$ cat src/rtl/store_pkg.sv
// Shared definitions for the store write queue: opcodes, byte-lane indices
// and the queued entry layout.
package store_pkg;

   localparam logic [5:0] OP_SB  = 6'b101000;
   localparam logic [5:0] OP_SH  = 6'b101001;
   localparam logic [5:0] OP_SW  = 6'b101011;
   localparam logic [5:0] OP_LB  = 6'b100000;
   localparam logic [5:0] OP_LH  = 6'b100001;
   localparam logic [5:0] OP_LW  = 6'b100011;
   localparam logic [5:0] OP_LBU = 6'b100100;
   localparam logic [5:0] OP_LHU = 6'b100101;

   // Big-endian lanes: write-enable bit index selected by each byte offset.
   localparam int LANE_OFF0 = 3;
   localparam int LANE_OFF1 = 2;
   localparam int LANE_OFF2 = 1;
   localparam int LANE_OFF3 = 0;

   typedef struct packed {
      logic [29:0] addr;
      logic [31:0] data;
      logic [3:0]  we;
   } store_entry_t;

   // One-hot byte enable for a byte offset within the word.
   function automatic logic [3:0] byte_we(input logic [1:0] off);
      logic [3:0] we;
      we = 4'b0000;
      case (off)
         2'b00:   we[LANE_OFF0] = 1'b1;
         2'b01:   we[LANE_OFF1] = 1'b1;
         2'b10:   we[LANE_OFF2] = 1'b1;
         default: we[LANE_OFF3] = 1'b1;
      endcase
      return we;
   endfunction

endpackage

$ cat src/rtl/store_aligner.sv
// Turns a raw store (opcode, byte address, low-justified data) into a
// lane-aligned queue entry and flags misalignment.
module store_aligner
   import store_pkg::*;
(
   input  logic [5:0]   opcode,
   input  logic [31:0]  addr,
   input  logic [31:0]  wdata,
   output logic         is_store,
   output logic         misaligned,
   output store_entry_t entry
);

   // Replicate the operand across lanes and pick the byte enables.
   always_comb begin
      is_store   = 1'b0;
      misaligned = 1'b0;
      entry.addr = addr[31:2];
      entry.data = wdata;
      entry.we   = 4'b0000;
      case (opcode)
         OP_SB: begin
            is_store   = 1'b1;
            entry.data = {4{wdata[7:0]}};
            entry.we   = byte_we(addr[1:0]);
         end
         OP_SH: begin
            is_store   = 1'b1;
            misaligned = addr[0];
            entry.data = {2{wdata[15:0]}};
            entry.we   = addr[1] ? 4'b0011 : 4'b1100;
         end
         OP_SW: begin
            is_store   = 1'b1;
            misaligned = (addr[1:0] != 2'b00);
            entry.data = wdata;
            entry.we   = 4'b1111;
         end
         default: begin
            is_store = 1'b0;
         end
      endcase
   end

endmodule

$ cat src/rtl/store_write_queue.sv
// In-order store buffer between the pipeline and data memory. Stores are
// aligned on entry, issued strictly FIFO, and the queued word addresses are
// compared against the in-flight load for hazard detection.
module store_write_queue
   import store_pkg::*;
#(
   parameter int DEPTH = 4
)
(
   input  logic        Clock,
   input  logic        Reset,
   input  logic        StoreValid,
   output logic        StoreReady,
   input  logic [5:0]  opcodeM,
   input  logic [31:0] ALUoutM,
   input  logic [31:0] WriteDataM,
   output logic        MemValid,
   input  logic        MemReady,
   output logic [29:0] MemAddr,
   output logic [31:0] MemData,
   output logic [3:0]  MemWE,
   input  logic [31:0] LoadAddr,
   output logic        LoadHazard,
   output logic        ErrMisaligned
);

   localparam int PW = (DEPTH > 1) ? $clog2(DEPTH) : 1;
   localparam int CW = PW + 1;
   localparam logic [CW-1:0] FULL_CNT = CW'(DEPTH);

   logic [PW-1:0]  wr_ptr_q, wr_ptr_d;
   logic [PW-1:0]  rd_ptr_q, rd_ptr_d;
   logic [CW-1:0]  count_q, count_d;
   logic [DEPTH-1:0] vld_q, vld_d;
   logic           err_q, err_d;
   store_entry_t   mem_q [DEPTH];
   store_entry_t   mem_d [DEPTH];

   logic           is_store;
   logic           misaligned;
   store_entry_t   new_entry;
   store_entry_t   head;
   logic           push;
   logic           pop;
   logic           unused_load_bits;

   store_aligner u_aligner (
      .opcode     (opcodeM),
      .addr       (ALUoutM),
      .wdata      (WriteDataM),
      .is_store   (is_store),
      .misaligned (misaligned),
      .entry      (new_entry)
   );

   // Only the word address of the load matters for the hazard compare.
   assign unused_load_bits = ^LoadAddr[1:0];

   assign StoreReady = (count_q != FULL_CNT);
   assign MemValid   = (count_q != '0);
   assign head       = mem_q[rd_ptr_q];
   // Outputs are zeroed when empty so reset shows clean values immediately.
   assign MemAddr    = MemValid ? head.addr : '0;
   assign MemData    = MemValid ? head.data : '0;
   assign MemWE      = MemValid ? head.we   : '0;
   assign ErrMisaligned = err_q;

   assign push = StoreValid & StoreReady & is_store & ~misaligned;
   assign pop  = MemValid & MemReady;

   // Next-state for pointers, count, valid bits, storage and error pulse.
   always_comb begin
      wr_ptr_d = wr_ptr_q;
      rd_ptr_d = rd_ptr_q;
      vld_d    = vld_q;
      mem_d    = mem_q;
      count_d  = count_q + CW'(push) - CW'(pop);
      err_d    = StoreValid & is_store & misaligned;
      if (pop) begin
         vld_d[rd_ptr_q] = 1'b0;
         rd_ptr_d        = rd_ptr_q + 1'b1;
      end
      if (push) begin
         mem_d[wr_ptr_q] = new_entry;
         vld_d[wr_ptr_q] = 1'b1;
         wr_ptr_d        = wr_ptr_q + 1'b1;
      end
   end

   // Control state, cleared asynchronously so queued stores are discarded.
   always_ff @(posedge Clock or posedge Reset) begin
      if (Reset) begin
         wr_ptr_q <= '0;
         rd_ptr_q <= '0;
         count_q  <= '0;
         vld_q    <= '0;
         err_q    <= 1'b0;
      end else begin
         wr_ptr_q <= wr_ptr_d;
         rd_ptr_q <= rd_ptr_d;
         count_q  <= count_d;
         vld_q    <= vld_d;
         err_q    <= err_d;
      end
   end

   // Entry payload; meaningless unless the matching valid bit is set.
   always_ff @(posedge Clock) begin
      mem_q <= mem_d;
   end

   // Any resident entry (including one popping now) to the load's word.
   always_comb begin
      LoadHazard = 1'b0;
      for (int i = 0; i < DEPTH; i++) begin
         if (vld_q[i] && (mem_q[i].addr == LoadAddr[31:2])) begin
            LoadHazard = 1'b1;
         end
      end
   end

endmodule

$ cat config.mk
export PLATFORM = sky130hd
export DESIGN_NAME = store_write_queue
export DESIGN_NICKNAME = d
export VERILOG_FILES = /design/src/rtl/store_pkg.sv /design/src/rtl/store_aligner.sv /design/src/rtl/store_write_queue.sv
export SDC_FILE = /design/constraint.sdc
export NUM_CORES = 1
export LEC_CHECK = 0
export CORE_MARGIN = 4
export CORE_UTILIZATION = 35
export CTS_CLUSTER_DIAMETER = 120
export CTS_CLUSTER_SIZE = 40
export DETAILED_ROUTE_END_ITERATION = 10
export PLACE_DENSITY = 0.63
export SYNTH_ARGS = -nofsm -noshare
export SYNTH_HDL_FRONTEND = slang
export SYNTH_SLANG_ARGS = --single-unit
$ cat constraint.sdc
create_clock -name Clock -period 4 [get_ports Clock]
set_input_delay 0.8 -clock Clock [delete_from_list [all_inputs] [get_ports Clock]]
set_output_delay 0.8 -clock Clock [all_outputs]
set_load 0.02 [all_outputs]
== After elaboration in Yosys (flattened, before gate mapping) ==
Index checks and enable logic that the tools add are counted.

* Output and inout bits: 70
* Memory bits (read-only): 0
* Bits of input ports: 106
* RAM bits: 0
* Logic and storage cells: 89
* Latch bits: 0
* Register bits after elaboration: 276
* Memories: 0

* Shift operators: 0
* Order comparisons: 7
* Multiplexer cells: 27
* Equality and inequality tests: 10
* Reductions and logical operators: 12
* Multiply operators: 0
* Bitwise logic cells: 12
* Add/sub/neg operators: 4
* Div/mod/pow operators: 0

{| class="wikitable"
|+ Operators by type and width
! operator !! number
|-
| $bwmux 264 || 1
|-
| $mux 66 || 3
|-
| $bmux 66 s2 || 1
|-
| $demux 66 s2 || 1
|-
| $eq 30x30->1 || 4
|-
| $pmux 36 s3 || 1
|-
| $mux 32 || 1
|-
| $mux 30 || 1
|-
| $eq 6x6->1 const B || 3
|-
| $mux 4 || 4
|-
| $mux 1 || 11
|-
| $logic_and 1x1->1 || 7
|-
| $and 1x1->1 || 6
|-
| $ge 3x3->1 const B || 2
|-
| $lt 2x3->1 const B || 2
|-
| $not 2->3 || 2
|-
| $reduce_or 3->1 || 2
|-
| $add 2x1->2 const B || 2
|-
| $and 4x4->4 || 1
|-
| $demux 1 s2 || 2
|-
| $ge 2x1->1 const B || 2
|-
| $not 4->4 || 1
|-
| $or 4x4->4 || 1
|-
| $add 3x1->3 || 1
|-
| 10 further kinds || 10
|}

== Longest topological paths before layout ==
* Word-level depth: 9
* Depth in mapped cells: 13

== Modules after synthesis ==
Synthesis repeated with hierarchy kept, for this count alone.

* Cell total of the unflattened synthesis: 746
* Area total of the unflattened synthesis: 12827.3 µm²

{| class="wikitable"
|+ Modules (own cells, without submodules)
! module !! instances !! seq. area each (µm²) !! area each (µm²) !! cells each
|-
| store_write_queue || 1 || 8227.9 || 12010.3 || 655
|-
| store_aligner || 1 || 0.0 || 817.0 || 91
|}

== Worst setup path before layout ==
No wires, ideal clock.

* Path type: in2reg
* Start point: in opcodeM[4]
* End point: reg mem_q[0] (netlist name), enable pin
* Stages: 5
* Arrival: 3160 ps
* Library setup time: 431 ps
* Required time: 3569 ps
* Slack: 409 ps
* Cell sequence: and4bb_4 -> nand4_1 -> a21oi_1 -> buf_2 -> and2_1

* Longest elaborated chain between the ends: 5
* Elaborated cells on any way between the ends: 9
* Those cells by class: 3 x eq/ne; 2 x mux; 3 x bitwise; 1 x reduce/logical

{| class="wikitable"
|+ RTL lines
! item !! line !! RTL
|-
| from (decl) || store_write_queue.sv:14 || <nowiki>input logic [5:0] opcodeM,</nowiki>
|-
| $eq 6x6->1 || store_aligner.sv:21 || <nowiki>case (opcode)</nowiki>
|-
| $reduce_or 3->1 (no source line) || -- ||
|-
| $mux 1 || store_aligner.sv:21 ||
|-
| $and 1x1->1 || store_write_queue.sv:68 || <nowiki>assign push = StoreValid & StoreReady & is_store & ~misaligned;</nowiki>
|-
| $and 1x1->1 (*) || store_write_queue.sv:68 ||
|-
| to (signal assigned) || store_write_queue.sv:109 || <nowiki>mem_q <= mem_d;</nowiki>
|-
| to (decl) || store_write_queue.sv:36 || <nowiki>store_entry_t mem_q [DEPTH];</nowiki>
|}

Mark *: on every way between the ends. The rest lies on a longest branch, timed or not.
A chain may end at the register's enable or synchronous reset.

== Worst setup path after layout ==
* Start point: reg rd_ptr_q[0]
* End point: out MemAddr[19]

* Longest elaborated chain between the ends: 5

{| class="wikitable"
|+ RTL lines
! item !! line !! RTL
|-
| from (decl) || store_write_queue.sv:32 || <nowiki>logic [PW-1:0] rd_ptr_q, rd_ptr_d;</nowiki>
|-
| from (signal assigned) || store_write_queue.sv:100 || <nowiki>rd_ptr_q <= rd_ptr_d;</nowiki>
|-
| $not 2->3 (implied by the code) || store_write_queue.sv:61 || <nowiki>assign head = mem_q[rd_ptr_q];</nowiki>
|-
| $bmux 66 s2 || store_write_queue.sv:61 ||
|-
| $mux 66 (implied by the code) (2 in series) || store_write_queue.sv:61 ||
|-
| $mux 30 || store_write_queue.sv:63 || <nowiki>assign MemAddr = MemValid ? head.addr : '0;</nowiki>
|-
| to (decl) || store_write_queue.sv:19 || <nowiki>output logic [29:0] MemAddr,</nowiki>
|}

Every way passes these cells. The select of a mux whose other input is x is not followed.

==> run metrics <==
status finished, final reports clean; Seq/Total Area, Yosys 0.6577; most frequent cells in the layout 264 x edfxtp_1, 172 x clkdlybuf4s50_1, 79 x xnor2_1; final setup vio count 0; Pre-antenna DRT Iters 5; die area 38830 um^2; hold crit path type reg -> reg; Ant. Diodes 0; Clk Latency, worst-skew pair 0.50 ns; post-synth cell types 32; IO Port Bufs 173; xor and xnor area share after synthesis 0.08682; Post-CTS Setup Inserts 0; CP Capture Type output port; Worst R2R Path Depth 9; clock slew at reported path FFs 0.14 ns; share of cells above drive strength 1 0.1570; H-tree levels 1; Synth Area in Compound Gates 0.008402; largest net degree at the start of global routing 42; Static Leak 0.004894 uW; chip width 197.1 um; synth warn 0; CP max stage cell dfrtp_4; top cells by area, synth edfxtp_1 63%, mux4_2 12%, xnor2_1 5.6%; CP startpoint kind register; DRT iter0 DRCs 524; CORE AREA 34880 um^2; area delta synth->final 21.98%; ANT nets after route 0; hold endpoint count_q[2]; FILL cells 3134; placed instance area 14900 um^2; met2 Track Usage GR 0.2618; RePlAce Congestion 0.8339; Synth Register Bits 276; via count 6723; gr usage total 0.1576; Post-Synth Simple-Gate Area 0.06811; Post-Syn Area 12510 um^2; Longest Clk Path Bufs 3; reg2reg end count_q[2]; drt wl/cell 23.01 um; clock skew 0.03617 ns; Syn Nets 837; minimum clock period 3.744 ns; mux contribution to synthesized area 0.1429; routing usage on met1 0.2202; Final Cell Area 15260 um^2; detailed placement HPWL 22230 um; actual slew at the worst max-slew pin 0.7302 ns; CTS tree yes; chain of cells forming the critical path buf_4 -> mux4_2 -> and2_1 -> clkdlybuf4s50_1; reg-to-reg slack, setup 1.02 ns; Mean Syn Cell Area 17.37 um^2; first-pass GRT wire length 46440 um; cts hold-fix bufs 0; commonest non-fill, non-tap cell in the layout edfxtp_1; GR peak layer met2; leading area contributor after synthesis edfxtp_1; final hold vios 0; worst-path fanout max 21; NumNets Final 1006; Starting Density 0.3586; # IOs 176; Max Fclk 267.1 MHz; vias in the first global route 7186; Post-Syn Instances 720; final wirelength 30990 um; vias per cell 4.991; adder-cell area share of the yosys netlist 0.01160; initial antenna violation count 2; WHS Path Cells 1; Sink Count 276; row count 68; critical path type reg -> out; root buf cell clkbuf_16; DRC 0; largest family of logic cells by synthesized area multiplexers; number of max-slew violations in the final report 0; total gr overflow 0; maximum vdd ir drop 0.0004060 V; met3 GRT Util 0.03087; Worst slew margin 0.5132; Worst Hold Launch count_q[2]; Die Y 197.1 um; CP max stage delay 0.77 ns; post-layout util 0.4374; reg2reg start count_q[2]; Fin Setup TNS 0 ns; PostCTS Resize Cnt 0; Num CTS Buffers 11; CP arrival 2.94 ns; Final Cycle Share 0.9359; top cell type's share of synthesized area 0.6337; MaxCap Viol Count 0; Worst Path Required 3.20 ns; P per Cell Area 540.7 nW/um^2; RSZ-0062 raised after global routing no
[worst max-delay path, delay by kind of cell (launching register included)]
kind	cells	cell delay [ns]
buf+inv	2	0.92
flops	1	0.77
mux	1	0.57
simple gates	1	0.18
[worst max path at each step]
stage / start / endpoint / cells past startpoint / slack [ns]
6_report: rd_ptr_q[0] / MemAddr[19] / 4 / 0.26
5_1_grt: rd_ptr_q[0] / MemAddr[19] / 4 / 0.08
4_1_cts: LoadAddr[6] / LoadHazard / 7 / 0.1
3_5_place_dp: LoadAddr[6] / LoadHazard / 7 / 0.10
3_3_place_gp: LoadAddr[2] / LoadHazard / 8 / 0.12
2_1_floorplan: opcodeM[4] / mem_q[0] / 5 / 0.41
[report_power, final]
part           internal [uW]  total, uW  switching (uW)
registers               3230       3380             152
logic                   1800       3440            1640
clock network            558       1430             877
[per-stage QoR]
step | instances | total power (uW) | hold slack, ns | worst slack, ns
after global routing | 1347 | 8677 | 0.5469 | 0.08328
after floorplan | 720 | 5443 | 0.4601 | 0.4090
after CTS | 1347 | 8393 | 0.5114 | 0.09994
after global placement | 1331 | 6951 | 0.4826 | 0.1217
final | 1347 | 8251 | 0.5116 | 0.2563
after detailed placement | 1331 | 6949 | 0.4888 | 0.1016
[per-layer routing]
metal,vias up,wire (um),part of all wire
li1,3057,-,-
met1,3416,13540,0.44
met2,213,14880,0.48
met3,33,1904,0.061
met4,4,641,0.021
met5,-,26,0.00084
[flip-flops by register name, summed over array words and instances, names as in the netlist]
| name | flops |
|---|---|
| mem_q | 264 |
| vld_q | 4 |
| count_q | 3 |
| rd_ptr_q | 2 |
| wr_ptr_q | 2 |
| ErrMisaligned | 1 |
[synth_stat cells]
library cell,n
edfxtp_1,264
xnor2_1,80
and2_1,71
mux4_2,66
xor2_1,44
clkbuf_1,26
nand4_1,26
nor4_1,16
nor2_1,15
dfrtp_1,12
buf_2,11
a21oi_1,10
ha_1,10
inv_1,10
mux2_2,9
mux2_4,8
mux2i_1,8
nand2_1,7
buf_6,5
a22o_1,4
buf_1,3
o21ai_0,3
buf_12,2
nor2b_1,2
and2_4,1
and4bb_4,1
buf_4,1
fa_1,1
nor2b_4,1
nor3_1,1
o21ai_1,1
or3_1,1
[final cells by class]
class | count | area (um^2) | share of cell area
Clock inverter | 3 | 52.55 | 0.003444
Clock buffer | 13 | 292.8 | 0.01919
Timing Repair Buffer | 204 | 2079 | 0.1363
Sequential cell | 276 | 8233 | 0.5395
Tap cell | 455 | 569.3 | 0.03731
Multi-Input combinational cell | 386 | 3995 | 0.2618
Inverter | 10 | 37.54 | 0.002460
[logic make-up (layout without fill, tap and decap cells)]
group / after synthesis / in the layout
mux: 91 / 91
fa+ha+maj: 11 / 11
buf+inv: 58 / 230
compound gates: 18 / 18
simple gates: 142 / 142
xor+xnor: 124 / 124
flops: 276 / 276
Note: power is estimated with default switching activity, not from simulation.
